<file path="config.mk">
export PLATFORM = sky130hd
export DESIGN_NAME = thread_registers
export DESIGN_NICKNAME = d
export VERILOG_FILES = /design/src/rtl/gpu_pkg.sv /design/src/rtl/thread_registers.sv
export SDC_FILE = /design/constraint.sdc
export NUM_CORES = 1
export LEC_CHECK = 0
export CAP_MARGIN = 20
export CORE_ASPECT_RATIO = 1.1
export CORE_MARGIN = 1
export CORE_UTILIZATION = 55
export CTS_BUF_LIST = sky130_fd_sc_hd__clkbuf_4
export DETAILED_ROUTE_END_ITERATION = 10
export PLACE_DENSITY = 0.77
export REMOVE_ABC_BUFFERS = 1
export SLEW_MARGIN = 20
export SYNTH_ARGS = -nofsm -noshare
export SYNTH_HDL_FRONTEND = slang
export SYNTH_SLANG_ARGS = --single-unit
</file>
<file path="constraint.sdc">
create_clock -name clk -period 4 [get_ports clk]
set_clock_uncertainty 0.2 [all_clocks]
set_input_delay 1.2 -clock clk [delete_from_list [all_inputs] [get_ports clk]]
set_output_delay 1.2 -clock clk [all_outputs]
set_load 0.02 [all_outputs]
</file>
<file path="src/rtl/gpu_pkg.sv">
// gpu_pkg: shared core-state, writeback-mux and special-register encodings
package gpu_pkg;

    typedef enum logic [2:0] {
        IDLE    = 3'b000,
        FETCH   = 3'b001,
        DECODE  = 3'b010,
        REQUEST = 3'b011,
        WAIT    = 3'b100,
        EXECUTE = 3'b101,
        UPDATE  = 3'b110,
        DONE    = 3'b111
    } core_state_t;

    typedef enum logic [1:0] {
        ARITHMETIC = 2'b00,
        MEMORY     = 2'b01,
        CONSTANT   = 2'b10,
        RESERVED   = 2'b11
    } reg_input_mux_t;

    localparam logic [3:0] R_BLOCK_IDX  = 4'd13;
    localparam logic [3:0] R_BLOCK_DIM  = 4'd14;
    localparam logic [3:0] R_THREAD_IDX = 4'd15;
    localparam int         GP_REGS      = 13;

endpackage

</file>
<file path="src/rtl/thread_registers.sv">
// thread_registers: per-thread 16-entry register file with read-only R13-R15 specials; THREAD_REGS_PARITY_EN adds even-parity storage and a sticky parity_error output
module thread_registers
    import gpu_pkg::*;
#(
    parameter int THREADS_PER_BLOCK = 4,
    parameter int THREAD_ID         = 0,
    parameter int DATA_BITS         = 8
) (
    input  logic                 clk,
    input  logic                 reset,
    input  logic                 enable,
    input  logic [7:0]           block_id,
    input  logic [2:0]           core_state,
    input  logic [3:0]           decoded_rd_address,
    input  logic [3:0]           decoded_rs_address,
    input  logic [3:0]           decoded_rt_address,
    input  logic                 decoded_reg_write_enable,
    input  logic [1:0]           decoded_reg_input_mux,
    input  logic [7:0]           decoded_immediate,
    input  logic [DATA_BITS-1:0] alu_out,
    input  logic [DATA_BITS-1:0] lsu_out,
    output logic [DATA_BITS-1:0] rs,
    output logic [DATA_BITS-1:0] rt
`ifdef THREAD_REGS_PARITY_EN
    ,
    output logic                 parity_error
`endif
);

    logic [DATA_BITS-1:0] regs [GP_REGS];
    logic [7:0]           block_idx;
    logic [DATA_BITS-1:0] wb_data;
    logic [DATA_BITS-1:0] rs_data;
    logic [DATA_BITS-1:0] rt_data;
    logic                 wb_en;
`ifdef THREAD_REGS_PARITY_EN
    logic                 par [GP_REGS];
    logic                 par_bad;
`endif

    // writeback source select; reserved mux code and special targets suppress the write
    always_comb begin
        wb_data = decoded_reg_input_mux == ARITHMETIC ? alu_out :
                  decoded_reg_input_mux == MEMORY     ? lsu_out :
                  DATA_BITS'(decoded_immediate);
        wb_en   = core_state == UPDATE && decoded_reg_write_enable &&
                  decoded_rd_address < R_BLOCK_IDX && decoded_reg_input_mux != RESERVED;
    end

    // operand read mux, specials decoded ahead of the general registers
    always_comb begin
        rs_data = decoded_rs_address == R_BLOCK_IDX  ? DATA_BITS'(block_idx) :
                  decoded_rs_address == R_BLOCK_DIM  ? DATA_BITS'(THREADS_PER_BLOCK) :
                  decoded_rs_address == R_THREAD_IDX ? DATA_BITS'(THREAD_ID) :
                  regs[decoded_rs_address];
        rt_data = decoded_rt_address == R_BLOCK_IDX  ? DATA_BITS'(block_idx) :
                  decoded_rt_address == R_BLOCK_DIM  ? DATA_BITS'(THREADS_PER_BLOCK) :
                  decoded_rt_address == R_THREAD_IDX ? DATA_BITS'(THREAD_ID) :
                  regs[decoded_rt_address];
    end

`ifdef THREAD_REGS_PARITY_EN
    // stored parity must make data plus parity bit even; specials are never checked
    always_comb begin
        par_bad = (decoded_rs_address < R_BLOCK_IDX && ((^regs[decoded_rs_address]) ^ par[decoded_rs_address])) ||
                  (decoded_rt_address < R_BLOCK_IDX && ((^regs[decoded_rt_address]) ^ par[decoded_rt_address]));
    end
`endif

    // register file state: reset dominates, disabled threads freeze everything
    always_ff @(posedge clk) begin
        if (reset) begin
            for (int i = 0; i < GP_REGS; i++) begin
                regs[i] <= '0;
`ifdef THREAD_REGS_PARITY_EN
                par[i]  <= 1'b0;
`endif
            end
            block_idx <= '0;
            rs        <= '0;
            rt        <= '0;
`ifdef THREAD_REGS_PARITY_EN
            parity_error <= 1'b0;
`endif
        end else if (enable) begin
            block_idx <= block_id;
            if (core_state == REQUEST) begin
                rs <= rs_data;
                rt <= rt_data;
`ifdef THREAD_REGS_PARITY_EN
                if (par_bad) parity_error <= 1'b1;
`endif
            end
            if (wb_en) begin
                regs[decoded_rd_address] <= wb_data;
`ifdef THREAD_REGS_PARITY_EN
                par[decoded_rd_address]  <= ^wb_data;
`endif
            end
        end
    end

endmodule

</file>
==> results.py, run 1 <==
metrics = {
    "worst_setup_path": {
        "cp_max_fo": 9,
        "cp-end-kind": "register",
        "crit_slowest_cell": "clkdlybuf4s50_1",
        "critPathKind": "in -> reg",
        "rr_worst_depth": 5,
        "cp-start-kind": "input pin",
        "critical_path.cell_chain": "clkdlybuf4s50_1, and4bb_2, nand4_2, nor3b_4, nand3_2, nand2b_1",
        "required_ns": 4.04,
        "crit_buf_inv": 1,
        "slowest_delay_ns": 0.50,
        "critical_path.top_delay_family": "simple AND/OR/NAND/NOR gates",
        "cp.depth": 6,
        "cp.arrival_ns": 3.21,
    },
    "timing": {
        "fin_crit_sh": 0.7929,
        "hold_viol_final": 0,
        "rsz0062_at_grt": "no",
        "worst_pin_slew_ns": 0.9262,
        "slew_violations": 0,
        "relSlewSlack": 0.3825,
        "finalSetupTns_ns": 0,
        "period_minus_slack_ns": 3.172,
        "finalWorstSetupSlack_ns": 0.8283,
        "max_freq_mhz": 315.3,
        "setup_viol": 0,
    },
    "logic_synthesis": {
        "synthArstFlopShare": 0,
        "synth_commonest_cells": "nor2_1 (145), edfxtp_1 (109), a21oi_1 (39)",
        "synth_top_area_share": 0.4687,
        "syn_area_um2": 6983,
        "yosysWarnings": 0,
        "synth_edf_count": 109,
        "synth-seq-area-share": 0.5375,
        "synth_area_leader_cell": "edfxtp_1",
        "synthDistinctLibCells": 51,
        "synth_cells": 608,
        "ys.flop_type": "edfxtp_1",
        "synthTopCellsByArea": "edfxtp_1 (47%), mux4_2 (9.0%), nor2_1 (7.8%)",
        "synth_most_common_cell": "nor2_1",
        "syn_area_per_cell_um2": 11.49,
        "ys_ff_latch": 133,
    },
    "routing": {
        "wire_per_inst_um": 22.77,
        "wirelength_um": 19470,
        "vias": 5441,
        "drtPass1Iterations": 5,
        "drcViolationCount": 0,
        "viasPerCell": 6.364,
        "dr.first_iter.drc_count": 623,
        "postRouteAntennaNets": 0,
    },
    "clock_network": {
        "hold_buffers": 0,
        "insertion_delay_ns": 0.57,
        "tritoncts": "built",
        "cts_setup_buffers": 0,
        "cts.path.max_buffers": 2,
        "htree_levels": 4,
        "clk_pin_slew_worst_paths_ns": 0.12,
        "cts-root-buf": "clkbuf_4",
        "cts_made_buffers": 17,
        "cts_resized": 0,
        "clock-sinks": 133,
    },
    "floorplan": {
        "ios": 69,
        "initial_core_util": 0.5728,
        "die_area_um2": 13150,
        "rows": 42,
        "die_width_um": 109.4,
        "fp.coreArea_um2": 12190,
        "die-height_um": 120.2,
    },
    "min_path": {
        "hold_class": "reg -> reg",
        "min_path_cells": 2,
    },
    "final_layout": {
        "utilization": 0.6713,
        "fin_area_um2": 8184,
        "nets": 740,
        "post_route_cells_drive_above_1_share": 0.1729,
        "area_delta_synth_final_pct": 17.20,
        "fillers": 929,
    },
    "global_routing": {
        "grt_pass1_wl_um": 29430,
        "gr-usage-all-layers": 0.3176,
        "grt_max_degree": 39,
        "grt_pass1_vias": 5255,
        "antenna_found_initial": 1,
        "grt_overflow": 0,
    },
    "placement": {
        "dp_hpwl_um": 14590,
        "placed_cell_area_um2": 7884,
        "dp_slack_ns": 0.2573,
        "place.gp.congestion": 0.9345,
        "io_buffers": 68,
    },
    "pwr": {
        "power_density_nw_per_um2": 363.0,
        "leakagePower_nw": 2.983,
        "vdd_drop_max_uv": 219.0,
    },
    "status": {
        "status": "complete, no violations",
    },
    "job": {
        "max-cap-violations": 0,
    },
}
## placed cells by master, fill, tap and decap left out, types with 3 or more instances in the layout
cell type | Yosys | routed
mux2_2 | 14 | 14
conb_1 | 1 | 5
edfxtp_1 | 109 | 109
o21ai_0 | 21 | 21
nand3_1 | 5 | 5
clkdlybuf4s50_1 | 0 | 66
dfxtp_1 | 24 | 24
clkinv_4 | 0 | 4
mux2i_1 | 32 | 32
a31oi_1 | 10 | 10
a211oi_1 | 5 | 5
clkbuf_4 | 0 | 17
a22oi_1 | 12 | 12
inv_1 | 13 | 13
inv_6 | 0 | 5
buf_4 | 5 | 32
nand2_1 | 38 | 38
a21oi_1 | 39 | 39
nand2_2 | 3 | 3
nor2_1 | 145 | 145
a311oi_1 | 8 | 8
nand2b_1 | 14 | 14
mux4_2 | 28 | 28
mux4_1 | 5 | 5
nor2b_1 | 6 | 6
## cell type report
cell class | instances | area, µm² | area share
Sequential cell | 133 | 3754 | 0.4586
Multi-Input combinational cell | 421 | 2958 | 0.3614
Timing Repair Buffer | 101 | 930.9 | 0.1137
Tap cell | 154 | 192.7 | 0.02354
Clock inverter | 15 | 170.2 | 0.02079
Clock buffer | 17 | 127.6 | 0.01559
Inverter | 13 | 48.80 | 0.005962
Antenna cell | 1 | 2.502 | 0.0003058
## state kept, by name, indices dropped and copies added, names as in the netlist
name,count
regs,109
block_idx,8
rs,8
rt,8
## worst min-delay path, cell delays in order (launching register included)
cell,delay (ns)
dfxtp_1,0.33
nand2_1,0.05
a21oi_1,0.05
## layer usage
metal	vias to the layer above	share of wire	track usage
met3	45	0.11	0.08625
met1	2581	0.39	0.4332
li1	2415	-	-
met4	0	0.035	0.1433
met5	-	0	0
met2	400	0.46	0.4756
## cells by family after synthesis
group | count (synthesis) | share of synthesized area
AO/OA/AOI/OAI | 107 | 0.09443
multiplexers | 79 | 0.1776
flip-flops | 133 | 0.5375
buffers and inverters | 58 | 0.04103
AND/OR/NAND/NOR | 230 | 0.1489
other | 1 | 0.0005370
## power by group
group / internal [mW] / leakage [nW] / switching [mW]
Combinational: 0.190 / 1.60 / 0.229
Clock: 0.386 / 0.156 / 0.550
Sequential: 1.56 / 1.23 / 0.0521
## path summary, 6_finish.rpt
check        slack (ns)                      from                  endpoint
min                0.26        rt[4]$_SDFFE_PP0P_        rt[4]$_SDFFE_PP0P_
max                0.83                     reset  regs[7][6]$_SDFFCE_PN0P_
max reg2reg        1.92  regs[5][0]$_SDFFCE_PN0P_        rs[0]$_SDFFE_PP0P_
min reg2reg        0.26        rt[4]$_SDFFE_PP0P_        rt[4]$_SDFFE_PP0P_
## stage by stage
step | power (mW) | hold slack [ns] | std cells
3_5_place_dp | 2.057 | 0.2501 | 822
3_3_place_gp | 2.046 | 0.2460 | 822
4_1_cts | 2.971 | 0.2671 | 854
6_report | 2.971 | 0.2622 | 855
5_1_grt | 3.067 | 0.2974 | 855
2_1_floorplan | 1.821 | 0.2770 | 567
No activity file was read; power rests on OpenSTA's default activity.
==> run 2, diff against run 1 <==
- clock period: 4 -> 3.2 ns (I/O delays scaled with it)
==> run 2 against run 1 <==
  * Worst hold slack better by 0.0052 ns
  * Worst setup slack worse by 0.34 ns
  * Final cell count up 3.3%
  * Critical path depth down 5
  * Utilization up 3.5 points
  * Die area unchanged
==> results.py, run 2 (synthesis results as in run 1) <==
metrics = {
    "timing": {
        "period_minus_slack_ns": 2.715,
        "worst_pin_slew_ns": 0.5613,
        "setup_viol": 0,
        "hold_viol_final": 0,
        "rsz0062_at_grt": "no",
        "max_freq_mhz": 368.3,
        "hold_slack_ns": 0.2674,
        "fin_crit_sh": 0.8485,
        "slew_violations": 0,
        "relSlewSlack": 0.6258,
    },
    "floorplan": {
        "fp.coreArea_um2": 12190,
        "initial_core_util": 0.5728,
        "die_area_um2": 13150,
        "die-height_um": 120.2,
        "rows": 42,
        "ios": 69,
        "die_width_um": 109.4,
    },
    "global_routing": {
        "antenna_found_initial": 1,
        "gr-usage-all-layers": 0.3284,
        "grt_pass1_wl_um": 30770,
        "grt_pass1_vias": 5507,
        "grt_max_degree": 38,
        "grt_overflow": 0,
    },
    "final_layout": {
        "stdcell_count": 883,
        "post_route_cells_drive_above_1_share": 0.2047,
        "largest_register_ff_count": 109,
        "final_cell_mix": "nor2_1 (145), edfxtp_1 (109), clkdlybuf4s50_1 (66), buf_4 (46), a21oi_1 (39)",
        "largest-register": "regs",
        "fillers": 889,
        "final_common_cell": "nor2_1",
        "nets": 768,
        "area_delta_synth_final_pct": 23.29,
    },
    "clock_network": {
        "clock-sinks": 133,
        "cts.path.max_buffers": 2,
        "tritoncts": "built",
        "hold_buffers": 0,
        "cts_made_buffers": 17,
        "cts-root-buf": "clkbuf_4",
        "cts_resized": 0,
        "cts_setup_buffers": 0,
        "htree_levels": 4,
        "clk_pin_slew_worst_paths_ns": 0.13,
        "insertion_delay_ns": 0.57,
    },
    "worst_setup_path": {
        "critical_path.top_delay_family": "buffers and inverters",
        "critical_path.cell_chain": "clkdlybuf4s50_1",
        "slowest_delay_ns": 0.61,
        "cp-start-kind": "register",
        "crit_buf_inv": 1,
        "cp.arrival_ns": 1.56,
        "cp_max_fo": 2,
        "required_ns": 2.04,
        "crit_slowest_cell": "clkdlybuf4s50_1",
        "cp-end-kind": "primary output",
        "critPathKind": "reg -> out",
    },
    "routing": {
        "drcViolationCount": 0,
        "dr.first_iter.drc_count": 613,
        "postRouteAntennaNets": 0,
        "viasPerCell": 6.343,
        "wire_per_inst_um": 22.64,
        "wirelength_um": 19990,
        "drtPass1Iterations": 5,
        "vias": 5601,
    },
    "pwr": {
        "combPwrFrac": 0.147,
        "vdd_drop_max_uv": 276.2,
        "power_frac_clock": 0.336,
        "p_sw_mw": 1.029,
        "swShare": 0.2629,
        "leakagePower_nw": 3.207,
        "p_int_mw": 2.885,
        "power_density_nw_per_um2": 454.7,
        "seqPwrFrac": 0.517,
    },
    "placement": {
        "place.gp.congestion": 0.9752,
        "dp_hpwl_um": 15000,
        "io_buffers": 68,
        "dp.cells": 850,
    },
    "min_path": {
        "hold_class": "reg -> reg",
    },
    "job": {
        "max-cap-violations": 0,
    },
    "status": {
        "status": "complete, no violations",
    },
}
## run 2: tightest hold or removal path: stages, from the launching register on
cell and delay, ns:
dfxtp_1 0.33, nand2_1 0.05, a21oi_1 0.05
## run 2: power groups by stage
stage | Combinational [mW] | Sequential [mW] | Clock, mW
CTS | 0.572 | 2.02 | 1.33
global route | 0.610 | 2.03 | 1.39
floorplan | 0.248 | 2.03 | 0
detailed placement | 0.569 | 2.06 | 0
global placement | 0.560 | 2.05 | 0
finish | 0.577 | 2.02 | 1.32
## run 2: final timing paths
kind / from / endpoint / slack [ns] / cells after the start
worst max-delay path: rt[2]$_SDFFE_PP0P_ / rt[2] / 0.48 / 1
worst max register to register: regs[5][0]$_SDFFCE_PN0P_ / rs[0]$_SDFFE_PP0P_ / 1.25 / 5
worst min register to register: rt[0]$_SDFFE_PP0P_ / rt[0]$_SDFFE_PP0P_ / 0.27 / 2
worst min-delay path: rt[0]$_SDFFE_PP0P_ / rt[0]$_SDFFE_PP0P_ / 0.27 / 2
## run 2: through the flow
| stage | power [mW] | instance area (µm²) | utilization | worst slack [ns] | TNS, ns |
|---|---|---|---|---|---|
| after floorplan | 2.276 | 6760 | - | 0.4885 | 0 |
| after global placement | 2.610 | 8269 | 0.6783 | -0.01921 | -0.1149 |
| after detailed placement | 2.625 | 8269 | 0.6783 | -0.01311 | -0.07781 |
| after CTS | 3.918 | 8607 | 0.7060 | 0.4526 | 0 |
| after global routing | 4.025 | 8610 | 0.7062 | 0.4288 | 0 |
| final | 3.914 | 8610 | 0.7062 | 0.4850 | 0 |
## run 2: layout make-up
cell class / count / area, µm² / share of cell area
clock buffer: 19 / 142.6 / 0.01657
clock inverter: 13 / 195.2 / 0.02267
inverter: 13 / 48.80 / 0.005668
sequential: 133 / 3754 / 0.4360
multi-input combinational: 421 / 2958 / 0.3436
antenna: 1 / 2.502 / 0.0002907
timing repair buffer: 129 / 1316 / 0.1529
tap: 154 / 192.7 / 0.02238
## run 2: metal layers
layer | vias up | part of all wire | global-route usage
li1 | 2469 | - | -
met1 | 2664 | 0.38 | 0.4462
met2 | 406 | 0.45 | 0.4843
met3 | 62 | 0.13 | 0.09596
met4 | 0 | 0.039 | 0.1567
met5 | - | 0 | 0
